$ cat src/rtl/ball_motion_integrator_pkg.sv
// Shared types and constants for the ball motion integrator and the collision stages.
// Optional position clamping is selected by the BALL_CLAMP_EN macro (see ball_pos_clamp).
package ball_motion_integrator_pkg;

    typedef enum logic [2:0] {
        ST_IDLE      = 3'd0,
        ST_WAIT_TICK = 3'd1,
        ST_REQ       = 3'd2,
        ST_MOVE      = 3'd3,
        ST_DONE      = 3'd4
    } state_e;

    localparam int SCREEN_WIDTH_DEF  = 640;
    localparam int SCREEN_HEIGHT_DEF = 480;
    localparam int BALL_SIZE_DEF     = 10;
    localparam int INIT_X_DEF        = 320;
    localparam int INIT_Y_DEF        = 240;
    localparam int INIT_VX_DEF       = 2;
    localparam int INIT_VY_DEF       = 2;
    localparam int ACK_TIMEOUT_DEF   = 15;

    localparam int POS_W     = 16;
    localparam int TIMEOUT_W = 8;

    function automatic logic [7:0] sat_inc8(input logic [7:0] value);
        return (value == 8'hFF) ? value : value + 8'd1;
    endfunction

endpackage

$ cat src/rtl/ball_pos_clamp.sv
// One-axis position update: pos + signed vel. With BALL_CLAMP_EN defined the result is
// clamped to [0, MAX_POS] (negative sums give 0); otherwise it wraps modulo 2^16.
module ball_pos_clamp
    import ball_motion_integrator_pkg::*;
`ifdef BALL_CLAMP_EN
#(
    parameter int MAX_POS = 630
)
`endif
(
    input  logic [POS_W-1:0] pos,
    input  logic [POS_W-1:0] vel,
    output logic [POS_W-1:0] pos_next
);

`ifdef BALL_CLAMP_EN
    localparam logic signed [17:0] MAX_S = 18'(MAX_POS);

    logic signed [17:0] sum_s;

    // Widened signed sum so that underflow below zero is visible before clamping.
    always_comb begin
        sum_s = $signed({2'b00, pos}) + $signed({{2{vel[15]}}, vel});
        if (sum_s < 18'sd0) begin
            pos_next = 16'd0;
        end else if (sum_s > MAX_S) begin
            pos_next = MAX_S[15:0];
        end else begin
            pos_next = sum_s[15:0];
        end
    end
`else
    assign pos_next = pos + vel;
`endif

endmodule

$ cat src/rtl/ball_motion_integrator.sv
// Per-frame ball integrator: waits for a frame tick, asks the collision stage for new
// velocities (with timeout), then steps the position. BALL_CLAMP_EN enables edge clamping.
module ball_motion_integrator
    import ball_motion_integrator_pkg::*;
#(
    parameter int SCREEN_WIDTH  = SCREEN_WIDTH_DEF,
    parameter int SCREEN_HEIGHT = SCREEN_HEIGHT_DEF,
    parameter int BALL_SIZE     = BALL_SIZE_DEF,
    parameter int INIT_X        = INIT_X_DEF,
    parameter int INIT_Y        = INIT_Y_DEF,
    parameter int INIT_VX       = INIT_VX_DEF,
    parameter int INIT_VY       = INIT_VY_DEF,
    parameter int ACK_TIMEOUT   = ACK_TIMEOUT_DEF
) (
    input  logic             clk,
    input  logic             reset,
    input  logic             frame_tick,
    input  logic             serve,
    output logic             col_req,
    input  logic             col_ack,
    input  logic [15:0]      vx_in,
    input  logic [15:0]      vy_in,
    output logic [15:0]      ball_x,
    output logic [15:0]      ball_y,
    output logic [15:0]      ball_vx,
    output logic [15:0]      ball_vy,
    output logic             upd_done,
    output logic             ack_err,
    output logic [7:0]       tick_miss
);

    localparam logic [15:0]          INIT_X_V   = 16'(INIT_X);
    localparam logic [15:0]          INIT_Y_V   = 16'(INIT_Y);
    localparam logic [15:0]          INIT_VX_V  = 16'(INIT_VX);
    localparam logic [15:0]          INIT_VY_V  = 16'(INIT_VY);
    localparam logic [TIMEOUT_W-1:0] TO_LAST    = TIMEOUT_W'(ACK_TIMEOUT - 1);

    state_e                 state_q, state_d;
    logic [15:0]            x_q, x_d, y_q, y_d;
    logic [15:0]            vx_q, vx_d, vy_q, vy_d;
    logic [TIMEOUT_W-1:0]   cnt_q, cnt_d;
    logic                   col_req_q, col_req_d;
    logic                   upd_done_q, upd_done_d;
    logic                   ack_err_q, ack_err_d;
    logic [7:0]             tick_miss_q, tick_miss_d;
    logic [15:0]            x_next_s, y_next_s;

`ifdef BALL_CLAMP_EN
    ball_pos_clamp #(.MAX_POS(SCREEN_WIDTH - BALL_SIZE)) u_clamp_x (
        .pos(x_q), .vel(vx_q), .pos_next(x_next_s)
    );
    ball_pos_clamp #(.MAX_POS(SCREEN_HEIGHT - BALL_SIZE)) u_clamp_y (
        .pos(y_q), .vel(vy_q), .pos_next(y_next_s)
    );
`else
    ball_pos_clamp u_clamp_x (.pos(x_q), .vel(vx_q), .pos_next(x_next_s));
    ball_pos_clamp u_clamp_y (.pos(y_q), .vel(vy_q), .pos_next(y_next_s));
`endif

    // Next-state, datapath and registered-output decode; serve overrides every state.
    always_comb begin
        state_d     = state_q;
        x_d         = x_q;
        y_d         = y_q;
        vx_d        = vx_q;
        vy_d        = vy_q;
        cnt_d       = cnt_q;
        ack_err_d   = ack_err_q;
        tick_miss_d = tick_miss_q;

        if (frame_tick && !serve && (state_q != ST_WAIT_TICK)) begin
            tick_miss_d = sat_inc8(tick_miss_q);
        end else begin
            tick_miss_d = tick_miss_q;
        end

        if (serve) begin
            state_d = ST_WAIT_TICK;
            x_d     = INIT_X_V;
            y_d     = INIT_Y_V;
            vx_d    = INIT_VX_V;
            vy_d    = INIT_VY_V;
            cnt_d   = '0;
        end else begin
            case (state_q)
                ST_IDLE: begin
                    state_d = ST_IDLE;
                end
                ST_WAIT_TICK: begin
                    if (frame_tick) begin
                        state_d = ST_REQ;
                        cnt_d   = '0;
                    end else begin
                        state_d = ST_WAIT_TICK;
                    end
                end
                ST_REQ: begin
                    if (col_ack) begin
                        vx_d    = vx_in;
                        vy_d    = vy_in;
                        state_d = ST_MOVE;
                    end else if (cnt_q == TO_LAST) begin
                        ack_err_d = 1'b1;
                        state_d   = ST_MOVE;
                    end else begin
                        cnt_d = cnt_q + {{(TIMEOUT_W-1){1'b0}}, 1'b1};
                    end
                end
                ST_MOVE: begin
                    x_d     = x_next_s;
                    y_d     = y_next_s;
                    state_d = ST_DONE;
                end
                ST_DONE: begin
                    state_d = ST_WAIT_TICK;
                end
                default: begin
                    state_d = ST_IDLE;
                end
            endcase
        end

        col_req_d  = (state_d == ST_REQ);
        upd_done_d = (state_d == ST_DONE);
    end

    // State and output registers.
    always_ff @(posedge clk or posedge reset) begin
        if (reset) begin
            state_q     <= ST_IDLE;
            x_q         <= INIT_X_V;
            y_q         <= INIT_Y_V;
            vx_q        <= INIT_VX_V;
            vy_q        <= INIT_VY_V;
            cnt_q       <= '0;
            col_req_q   <= 1'b0;
            upd_done_q  <= 1'b0;
            ack_err_q   <= 1'b0;
            tick_miss_q <= 8'd0;
        end else begin
            state_q     <= state_d;
            x_q         <= x_d;
            y_q         <= y_d;
            vx_q        <= vx_d;
            vy_q        <= vy_d;
            cnt_q       <= cnt_d;
            col_req_q   <= col_req_d;
            upd_done_q  <= upd_done_d;
            ack_err_q   <= ack_err_d;
            tick_miss_q <= tick_miss_d;
        end
    end

    assign col_req   = col_req_q;
    assign upd_done  = upd_done_q;
    assign ack_err   = ack_err_q;
    assign tick_miss = tick_miss_q;
    assign ball_x    = x_q;
    assign ball_y    = y_q;
    assign ball_vx   = vx_q;
    assign ball_vy   = vy_q;

endmodule

$ cat config.mk
export PLATFORM = sky130hd
export DESIGN_NAME = ball_motion_integrator
export DESIGN_NICKNAME = d
export VERILOG_FILES = /design/src/rtl/ball_motion_integrator_pkg.sv /design/src/rtl/ball_pos_clamp.sv /design/src/rtl/ball_motion_integrator.sv
export SDC_FILE = /design/constraint.sdc
export NUM_CORES = 1
export LEC_CHECK = 0
export CORE_MARGIN = 2
export CORE_UTILIZATION = 46
export DETAILED_ROUTE_END_ITERATION = 7
export HOLD_SLACK_MARGIN = 0.15
export PLACE_DENSITY = 0.76
export SYNTH_ARGS = -nofsm -noshare
export SYNTH_HDL_FRONTEND = slang
export SYNTH_SLANG_ARGS = --single-unit
$ cat constraint.sdc
create_clock -name clk -period 2.9 [get_ports clk]
set_input_delay 0.58 -clock clk [delete_from_list [all_inputs] [get_ports clk]]
set_output_delay 0.58 -clock clk [all_outputs]
set_load 0.01 [all_outputs]
Yosys cells after proc, flatten, opt, wreduce, memory -nomap -nowiden
Cells that the tools add are included.
{"block": "word_totals", "mem_bits_rw": 0, "latchBits": 0, "word_cells": 60, "regBits": 86, "inputBits": 37, "mem_bits_ro": 0, "mem_count": 0}
{"block": "classes", "n_mul": 0, "bitwise_logic": 3, "div": 0, "addsub": 4, "mux": 20, "shift": 0, "n_eq_ne": 12, "reduce_logical": 11, "order_cmp": 0}
{"op": "$mux 16", "n": 10}
{"op": "$add 16x16->16", "n": 2}
{"op": "$mux 8", "n": 4}
{"op": "$add 8x1->8 const B", "n": 2}
{"op": "$pmux 8 s2", "n": 1}
{"op": "$pmux 3 s4", "n": 1}
{"op": "$eq 3x2->1 const B", "n": 3}
{"op": "$mux 3", "n": 3}
{"op": "$ne 3x3->1 const B", "n": 3}
{"op": "$eq 8x4->1 const B", "n": 1}
{"op": "$eq 8x8->1 const B", "n": 1}
{"op": "$reduce_and 4->1", "n": 2}
{"op": "$eq 3x3->1 const B", "n": 2}
{"op": "$reduce_bool 2->1", "n": 3}
{"op": "$reduce_and 2->1", "n": 2}
{"op": "$eq 3x1->1 const B", "n": 1}
{"op": "$ne 3x1->1 const B", "n": 1}
{"op": "$not 1->1", "n": 3}
{"op": "$reduce_bool 3->1", "n": 1}
{"op": "$logic_and 1x1->1", "n": 2}
{"op": "$mux 2", "n": 1}
{"op": "$logic_not 1->1", "n": 1}

Logic depth before layout (Yosys ltp)
Gate-level depths: netlist (run 1).
{"block": "logic_depth", "depth_word": 6, "depth_mapped": 9}

Cells and area by module
A second synthesis (run 1) with hierarchy kept.
{"block": "unflattened", "hier_cells": 466, "area_unflattened_um2": 5013.6}
{"module": "ball_motion_integrator", "seq_area_each_um2": 2162.1, "n_inst": 1, "cells_each": 264, "area_each_um2": 3483.3}
{"module": "ball_pos_clamp (u_clamp_y)", "seq_area_each_um2": 0.0, "n_inst": 1, "cells_each": 104, "area_each_um2": 805.8}
{"module": "ball_pos_clamp (u_clamp_x)", "seq_area_each_um2": 0.0, "n_inst": 1, "cells_each": 98, "area_each_um2": 724.4}

Least setup slack after synthesis (run 1)
OpenSTA, ideal clock, no wires.
{"block": "synth_path", "path_type": "reg2reg", "start": "register x_q[0], in the netlist ball_x[0]", "end": "register x_q[14], in the netlist ball_x[14]", "path_stages_with_launch": 10, "path_slack_ps": 411, "t_required_ps": 2779, "setup_time_ps": 121, "arrival_ps": 2368, "path_buffers": 0, "cell_sequence": "dfrtp_1 -> ha_1 -> fa_1 -> a21o_1 -> a21oi_1 -> o21ai_0 -> a221oi_1 -> o31ai_1 -> xor2_1 -> a22o_1"}
{"block": "synth_via", "elab_chain_cells": 3}
{"item": "from (decl)", "line_no": "ball_motion_integrator.sv:39", "rtl": "logic [15:0] x_q, x_d, y_q, y_d;"}
{"item": "from (signal assigned)", "line_no": "ball_motion_integrator.sv:131", "rtl": "x_q <= INIT_X_V;"}
{"item": "from (signal assigned)", "line_no": "ball_motion_integrator.sv:142", "rtl": "x_q <= x_d;"}
{"item": "$add 16x16->16", "line_no": "ball_pos_clamp.sv:33", "rtl": "assign pos_next = pos + vel;"}
{"item": "$mux 16", "line_no": "ball_motion_integrator.sv:85", "rtl": "case (state_q)"}
{"item": "$mux 16", "line_no": "ball_motion_integrator.sv:77", "rtl": "if (serve) begin"}
No other way between the ends. The select of a mux whose other input is x is not followed.
A chain may end at the register's enable or synchronous reset.

Final worst setup path (run 1)
{"block": "layout_path", "start": "register x_q[1], in the netlist ball_x[1]", "end": "register x_q[15], in the netlist ball_x[15]"}
The elaborated chain is that of the path after synthesis.

==> out/metrics.yaml, run 1 <==
detailed_routing:
  viasPerCell: 5.58
  ant_nets: 0
  wire_per_inst_um: 16.5
  drtIter0Drc: 170
  dr.pass1.iters: 4
  via_count: 4104
  drc: 0
  drt-total-wl_um: 12200
worst_hold_path:
  min_from: "ball_vy[1]"
  hp-class: "flip-flop to flip-flop"
  min_path_cells: 2
  worstHoldEndpoint: "ball_vy[1]"
clocking:
  cts_buffers: 9
  ctsLongestPathBuffers: 2
  cts-resized-gates: 0
  insertion_delay_ps: 370
  path_clk_slew_ps: 90
  post_cts.repair.setup_buffers: 0
  htreeDepth: 3
  clockRootBuffer: "clkbuf_8"
  clock-sinks: 86
  ctsHoldBuffers: 0
  cts_tree: "yes"
timing:
  fin_ws_ps: 235
  tightest_slew_ps: 833
  setup_viol: 0
  hold_viol: 0
  holdWs_ps: 503
  slew_violations: 0
  slew-limit-headroom_pct: 44.3
  max_freq_ghz: 0.375
  layout_min_cycle_time_ps: 2670
  tns_ps: 0
  skew_ps: 8.20
  rsz0062_at_grt: "false"
  finalCritPeriodShare_pct: 91.9
worst_setup_path:
  r2r_slack_ps: 230
  slowest_delay_ps: 510
  start_kind: "flip-flop"
  r2r_end: "ball_x[15]"
  end_kind: "flip-flop"
  critPathSlowestCell: "o31ai_1"
  reg2reg_from: "ball_x[1]"
  crit_fanout: 4
  rr_worst_depth: 8
  critPathKind: "flip-flop to flip-flop"
  worst_ep_arrival_time_ps: 2930
  cp.required_ps: 3160
  crit_path_cell_trace: "ha_1, a21o_1, a21oi_1, o31ai_1, a41oi_1, o21ai_0, mux2i_1, mux2_2"
place:
  gp_congestion: 0.888
  hpwl_um: 8910
  pre_cts_ws_ps: 242
  portBuffers: 111
global_routing:
  antenna_found_initial: 0
  grt_max_degree: 38
  track_usage_pct: 22.6
  grt_pass1_vias: 4170
  grt-ovfl-total: 0
  grt_pass1_wl_um: 20200
synthesis:
  synth_top_area_share_pct: 40.7
  ys.flop_type: "dfrtp_1"
  syn_area_sq_mm: 0.00480
  synth_edf_count: 0
  ys_seq_elements: 86
  yosysUniqueCellTypes: 56
  yosys-top-cells-area: "dfrtp_1, ha_1, a22o_1"
  async_reset_ff_share_pct: 100
  syn_nets: 553
  synth_top_area_cell: "dfrtp_1"
  synthCells: 481
  avgSynthCellArea_sq_um: 9.97
  ys_warn_count: 0
  yosysSeqAreaShare_pct: 45.1
floorplanning:
  core_sq_mm: 0.0102
  die_w_um: 106
  fp-row-count: 37
  die_area_sq_mm: 0.0113
  top_level_ports: 112
  dieHeight_um: 106
  start_util_pct: 46.9
pwr:
  powerDensity_mw_per_mm2: 421
  p_leak_nw: 2.86
  irDropWorstVdd_mv: 0.451
run:
  drv_cap: 0
finish:
  layout_common_cells: "clkdlybuf4s50_1, dfrtp_1, nand2_1"
  final_common_cell: "clkdlybuf4s50_1"
  syn_to_final_growth_pct: 31.7
  fin_nets: 666
  drive_above_1_share_pct: 7.51
  diodes: 0
status:
  status: "finished, final reports clean"
-- worst max path at each step --
| stage | from | end | slack [ps] | depth (start not counted) |
|---|---|---|---|---|
| 3_3_place_gp | ball_x[0] | ball_x[14] | 280 | 9 |
| 2_1_floorplan | reset | ack_err | 110 | 1 |
| 4_1_cts | ball_vx[0] | ball_x[14] | 230 | 9 |
| 3_5_place_dp | ball_vx[0] | ball_x[14] | 240 | 9 |
| 5_1_grt | ball_x[1] | ball_x[15] | 30 | 8 |
| 6_report | ball_x[1] | ball_x[15] | 230 | 8 |
-- state kept, by name, summed over array words and instances (netlist names) --
name and count:
ball_y 16, ball_vy 16, tick_miss 8, col_req 1, ack_err 1, ball_x 16
ball_vx 16, cnt_q 8, upd_done 1, state_q 3
-- critical path: cells and delay by family, from the launching register on --
| kind | cells | cell delay (ps) |
|---|---|---|
| compound gates | 5 | 1220 |
| fa+ha+maj | 1 | 330 |
| flops | 1 | 440 |
| mux | 2 | 560 |
-- metal layers --
layer | GRT usage [%] | wire, um | vias up
li1 | - | - | 1980
met1 | 29.5 | 5370 | 1995
met2 | 37.5 | 5930 | 111
met3 | 4.17 | 640 | 18
met4 | 8.36 | 230 | 0
met5 | 0 | 0 | -
-- area by class of cell --
type | count | area [sq um]
clock buffers | 10 | 128
clock inverters | 6 | 86.3
inverters | 14 | 53.8
well taps | 136 | 170
repair buffers | 119 | 1180
flip-flops and latches | 86 | 2160
multi-input cells | 364 | 2540
fillers | 861 | 3910
-- where the power goes --
part	switching (mW)	leakage [nW]	internal, mW	total (mW)
registers	0.0631	1.16	1.25	1.32
logic	0.205	1.60	0.210	0.415
clock network	0.444	0.106	0.484	0.928
-- per-stage QoR --
step                util [%]  cells  cell area [sq um]  power, mW
CTS                     61.7    735               6310       2.68
global route            61.8    735               6320       2.79
detailed placement      59.6    719               6100       1.76
floorplan                  -    481               4800       1.53
finish                  61.8    735               6320       2.66
global placement        59.6    719               6100       1.74
-- synthesized netlist by cell type, types with 3 or more instances --
cell type,count
a31oi_1,3
and2_1,4
nor3_1,12
nor2_1,23
or3_1,3
nand3_1,15
a21o_1,10
xnor2_1,17
dfrtp_1,78
dfstp_2,8
nand4_1,4
xor2_1,15
o211ai_1,3
nand2b_1,5
inv_1,13
and3_1,7
mux2i_1,3
o21bai_1,4
a21oi_1,46
nor2b_1,6
o21ai_0,17
a22o_1,35
ha_1,33
a211oi_1,5
clkbuf_1,15
nand2_1,55
mux2_2,3
-- logic make-up after synthesis --
group                      synth area share [%]
DFF                                        45.1
buffers and inverters                      2.43
adders and majority gates                  9.44
muxes                                      1.33
AOI/OAI and AO/OA                          21.0
xor gates and xnor gates                   5.84
and+or+nand+nor                            14.8
(Power assumes the default switching activity.)
==> inputs of run 2 (changes only) <==
--- a/config.mk
+++ b/config.mk
@@ -5,7 +5,6 @@
 export SDC_FILE = /design/constraint.sdc
 export NUM_CORES = 1
 export LEC_CHECK = 0
-export CORE_MARGIN = 2
 export CORE_UTILIZATION = 46
 export DETAILED_ROUTE_END_ITERATION = 7
 export HOLD_SLACK_MARGIN = 0.15
==> out/metrics.yaml, run 2 (same netlist as run 1, synthesis figures left out) <==
status:
  status: "finished, final reports clean"
worst_setup_path:
  worst_ep_arrival_time_ps: 2920  # about the same
  critPathKind: "flip-flop to flip-flop"
  end_kind: "flip-flop"
  cp.buffers_inverters: 0  # unchanged
  crit_path_cell_trace: "ha_1, fa_1, a21o_1, a21oi_1, o21ai_0, a221oi_1, o31ai_1, xor2_1, a22o_1"
  start_kind: "flip-flop"
  critPathSlowestCell: "a221oi_1"
  crit_fanout: 3  # -1
  r2r_slack_ps: 230  # about the same
  rr_worst_depth: 9  # +1
  cp.required_ps: 3150  # about the same
  critical_path.top_delay_family: "compound AO/OA/AOI/OAI gates"
  r2r_end: "ball_x[14]"
  slowest_delay_ps: 450  # -60 ps
  reg2reg_from: "ball_x[0]"
detailed_routing:
  via_count: 4205  # +2.5%
  drt-total-wl_um: 12500  # +2.7%
  dr.pass1.iters: 5  # +1
  drc: 0  # unchanged
  wire_per_inst_um: 17.0  # +3.0%
  drtIter0Drc: 197  # +16%
  viasPerCell: 5.74  # +2.7%
  ant_nets: 0  # unchanged
finish:
  drive_above_1_share_pct: 7.33  # -0.18 points
  syn_to_final_growth_pct: 32.0
  seqCellArea_sq_mm: 0.00216  # unchanged
  diodes: 0  # unchanged
  final_common_cell: "clkdlybuf4s50_1"
  nFillCells: 831  # -3.5%
  layout_common_cells: "clkdlybuf4s50_1, dfrtp_1, nand2_1"
  multi_input_area_sq_mm: 0.00253  # -0.25%
  fin_nets: 667  # +0.15%
timing:
  max_freq_ghz: 0.375  # -0.10%
  slew_violations: 0  # unchanged
  finalCritPeriodShare_pct: 92.0  # +0.094 points
  rsz0062_at_grt: "false"
  holdWs_ps: 498  # -5.23 ps
  slew-limit-headroom_pct: 44.0  # -0.26 points
  skew_ps: 7.42  # -0.774 ps
  tightest_slew_ps: 836  # +3.87 ps
  hold_viol: 0  # unchanged
  setup_viol: 0  # unchanged
  tns_ps: 0  # unchanged
  layout_min_cycle_time_ps: 2670  # +2.72 ps
floorplanning:
  die_area_sq_mm: 0.0108  # -3.7%
  die_w_um: 104  # -1.9%
  fp-row-count: 36  # -2.7%
  core_sq_mm: 0.00995  # -2.7%
  start_util_pct: 48.2  # +1.3 points
  top_level_ports: 112  # unchanged
  dieHeight_um: 104  # -1.9%
worst_hold_path:
  min_from: "tick_miss[5]"
  hp-class: "flip-flop to flip-flop"
  min_path_cells: 1  # -1
  worstHoldEndpoint: "tick_miss[5]"
clocking:
  clockRootBuffer: "clkbuf_8"
  cts_buffers: 9  # unchanged
  ctsHoldBuffers: 0  # unchanged
  cts_tree: "yes"
  insertion_delay_ps: 360  # about the same
  ctsLongestPathBuffers: 2  # unchanged
  htreeDepth: 3  # unchanged
  path_clk_slew_ps: 80  # about the same
  post_cts.repair.setup_buffers: 0  # unchanged
  clock-sinks: 86  # unchanged
  cts-resized-gates: 0  # unchanged
place:
  portBuffers: 111  # unchanged
  gp_congestion: 0.876  # -1.4%
  hpwl_um: 9050  # +1.6%
global_routing:
  grt-ovfl-total: 0  # unchanged
  grt_pass1_vias: 4129  # -0.98%
  track_usage_pct: 23.8  # +1.2 points
  grt_max_degree: 47  # +24%
  grt_pass1_wl_um: 20600  # +2.0%
  antenna_found_initial: 0  # unchanged
pwr:
  p_leak_nw: 2.87  # +0.37%
  irDropWorstVdd_mv: 0.339  # -25%
  powerDensity_mw_per_mm2: 420  # -0.21%
run:
  drv_cap: 0  # unchanged
[run 2: cell types whose count changed in the layout (fill, tap and decap cells not counted)]
cell / previous run / this run
clkbuf_8: 9 / 10
a221oi_2: 1 / 0
buf_12: 1 / 2
clkinv_4: 1 / 0
a221oi_1: 1 / 2
clkinvlp_4: 1 / 0
clkbuf_1: 1 / 2
[run 2: how the worst max path moves through the flow]
| stage | start | endpoint | slack [ps] | cells past startpoint |
|---|---|---|---|---|
| floorplan | reset | ack_err | 110 | 1 |
| global placement | ball_x[0] | ball_x[14] | 290 | 9 |
| detailed placement | ball_x[0] | ball_x[14] | 270 | 9 |
| CTS | ball_x[0] | ball_x[14] | 240 | 9 |
| global route | ball_x[0] | ball_x[14] | 30 | 9 |
| finish | ball_x[0] | ball_x[14] | 230 | 9 |
[run 2: area by class of cell]
cell class	count	share of cell area, %
multi-input combinational	364	40.0
sequential	86	34.2
timing repair buffer	120	18.9
tap	133	2.63
clock buffer	12	2.29
clock inverter	4	1.11
inverter	14	0.850
[run 2: power breakdown]
part / switching [mW] / leakage (nW) / internal [mW]
clock network: 0.416 / 0.110 / 0.507
registers: 0.0634 / 1.16 / 1.25
logic: 0.207 / 1.60 / 0.212
total: 0.686 / 2.87 / 1.97
[run 2: worst register-to-register path, cell delays in order (launching register included)]
cell and delay [ps]:
dfrtp_1 400, ha_1 230, fa_1 400, a21o_1 180
a21oi_1 250, o21ai_0 120, a221oi_1 450, o31ai_1 160
xor2_1 160, a22o_1 200
[run 2: stage by stage]
step           instances  setup slack, ps  power [mW]  utilization, %  area (sq um)
2_1_floorplan        481              111        1.53               -          4800
3_3_place_gp         717              294        1.74            61.4          6110
3_5_place_dp         717              267        1.76            61.4          6110
4_1_cts              733              241        2.68            63.6          6330
5_1_grt              733             26.7        2.76            63.6          6330
6_report             733              232        2.66            63.6          6330
[run 2: per-layer routing]
| metal | track usage (%) | vias to the layer above | routed length [um] |
|---|---|---|---|
| li1 | - | 1991 | - |
| met1 | 30.4 | 2048 | 5350 |
| met2 | 40.8 | 146 | 6150 |
| met3 | 3.88 | 20 | 763 |
| met4 | 8.57 | 0 | 221 |
| met5 | 0 | - | 0 |
==> inputs of run 3 (changes only) <==
--- a/config.mk
+++ b/config.mk
@@ -5,10 +5,11 @@
 export SDC_FILE = /design/constraint.sdc
 export NUM_CORES = 1
 export LEC_CHECK = 0
-export CORE_UTILIZATION = 46
+export CORE_UTILIZATION = 55
 export DETAILED_ROUTE_END_ITERATION = 7
+export DONT_BUFFER_PORTS = 1
 export HOLD_SLACK_MARGIN = 0.15
-export PLACE_DENSITY = 0.76
+export PLACE_DENSITY = 0.72
 export SYNTH_ARGS = -nofsm -noshare
 export SYNTH_HDL_FRONTEND = slang
 export SYNTH_SLANG_ARGS = --single-unit
==> out/metrics.yaml, run 3 (same netlist as run 1, synthesis figures left out) <==
timing:
  layout_min_cycle_time_ps: 2720  # +56.8 ps
  finalCritPeriodShare_pct: 94.0  # +2.0 points
  slew-limit-headroom_pct: 46.5  # +2.5 points
  slew_violations: 0  # unchanged
  setup_viol: 0  # unchanged
  hold_viol: 0  # unchanged
  max_freq_ghz: 0.367  # -2.1%
  skew_ps: 9.70  # +2.28 ps
  rsz0062_at_grt: "false"
  tightest_slew_ps: 800  # -36.8 ps
  tns_ps: 0  # unchanged
worst_setup_path:
  critPathKind: "flip-flop to flip-flop"
  reg2reg_from: "ball_x[1]"
  r2r_end: "ball_x[15]"
  cp.required_ps: 3160  # about the same
  r2r_slack_ps: 180  # -60 ps
  rr_worst_depth: 8  # -1
  start_kind: "flip-flop"
  crit_fanout: 4  # +1
  end_kind: "flip-flop"
  worst_ep_arrival_time_ps: 2980  # +60 ps
clocking:
  cts-resized-gates: 0  # unchanged
  cts_buffers: 9  # unchanged
  htreeDepth: 3  # unchanged
  clock-sinks: 86  # unchanged
  cts_tree: "yes"
  ctsLongestPathBuffers: 2  # unchanged
  ctsHoldBuffers: 0  # unchanged
  post_cts.repair.setup_buffers: 0  # unchanged
  path_clk_slew_ps: 90  # about the same
  clockRootBuffer: "clkbuf_8"
  insertion_delay_ps: 360  # about the same
pwr:
  powerDensity_mw_per_mm2: 505  # +20%
  p_total_mw: 2.63  # -1.3%
  p_leak_nw: 2.47  # -14%
  irDropWorstVdd_mv: 0.363  # +6.9%
global_routing:
  grt_pass1_wl_um: 17800  # -14%
  track_usage_pct: 25.6  # +1.8 points
  antenna_found_initial: 0  # unchanged
  grt-ovfl-total: 0  # unchanged
  grt_max_degree: 48  # +2.1%
  grt_pass1_vias: 3744  # -9.3%
floorplanning:
  fp-row-count: 33  # -8.3%
  top_level_ports: 112  # unchanged
  die_w_um: 95.4  # -8.4%
  core_sq_mm: 0.00834  # -16%
  dieHeight_um: 95.4  # -8.4%
  start_util_pct: 57.5  # +9.3 points
  die_area_sq_mm: 0.00910  # -16%
detailed_routing:
  wl_met3_um: 818  # +7.2%
  ant_nets: 0  # unchanged
  drtIter0Drc: 158  # -20%
  dr.pass1.iters: 4  # -1
  via_count: 3743  # -11%
  drt-total-wl_um: 11200  # -11%
  met2_length_um: 5240  # -15%
  wire_per_inst_um: 18.9  # +11%
  top_layer_used: "met4"
  drc: 0  # unchanged
  viasPerCell: 6.32  # +10%
  wl_met1_um: 4860  # -9.2%
status:
  status: "finished, final reports clean"
worst_hold_path:
  hp-class: "input port to async pin"
run:
  drv_cap: 0  # unchanged
finish:
  drive_above_1_share_pct: 8.83  # +1.5 points
  layout_common_cells: "dfrtp_1, nand2_1, a21oi_1"
  syn_to_final_growth_pct: 8.40
  final_common_cell: "dfrtp_1"
  final_util_pct: 62.3  # -1.2 points
  layout.cells.non_filler: 592  # -19%
  nFillCells: 706  # -15%
  stdcell_area_sq_mm: 0.00520  # -18%
  fin_nets: 554  # -17%
  diodes: 0  # unchanged
place:
  gp_congestion: 0.881  # +0.56%
  place_area_sq_mm: 0.00495  # -19%
  portBuffers: 0  # -100%
  dpl.cell_count: 576  # -20%
  hpwl_um: 8070  # -11%
run 3: worst max path at each step:
stage	start	end	slack (ps)	cells past startpoint
floorplan	reset	ack_err	110	1
global placement	ball_x[0]	ball_x[14]	330	9
detailed placement	ball_x[1]	ball_x[15]	250	8
CTS	ball_x[1]	ball_x[15]	240	8
global route	ball_x[0]	ball_x[8]	70	10
finish	ball_x[1]	ball_x[15]	180	8
run 3: critical path: stages, from the launching register on:
cell	delay, ps
dfrtp_1	470
ha_1	310
a21o_1	100
a21oi_1	120
o31ai_1	510
a41oi_1	240
o21ai_0	290
mux2i_1	230
mux2_2	350
run 3: final cells by class:
cell class	count	area, sq um	area share [%]
tap	105	131	2.53
inverter	14	53.8	1.03
timing repair buffer	7	65.1	1.25
clock buffer	10	138	2.65
sequential	86	2160	41.6
clock inverter	6	116	2.24
multi-input combinational	364	2530	48.7
run 3: metrics by stage:
stage	setup slack, ps	hold slack (ps)
after floorplan	111	489
after global placement	332	508
after detailed placement	253	511
after CTS	241	200
after global routing	67.5	224
final	175	175
run 3: report_power, final:
group	total (mW)	switching [mW]	internal [mW]	leakage, nW
registers	1.35	0.0922	1.25	1.16
logic	0.225	0.139	0.0861	1.18
clock network	1.05	0.451	0.603	0.127
total	2.63	0.682	1.94	2.47
run 3: per-layer routing:
| layer | up-vias | track usage [%] |
|---|---|---|
| li1 | 1761 | - |
| met1 | 1840 | 32.2 |
| met2 | 119 | 42.6 |
| met3 | 23 | 6.22 |
| met4 | 0 | 9.83 |
| met5 | - | 0 |
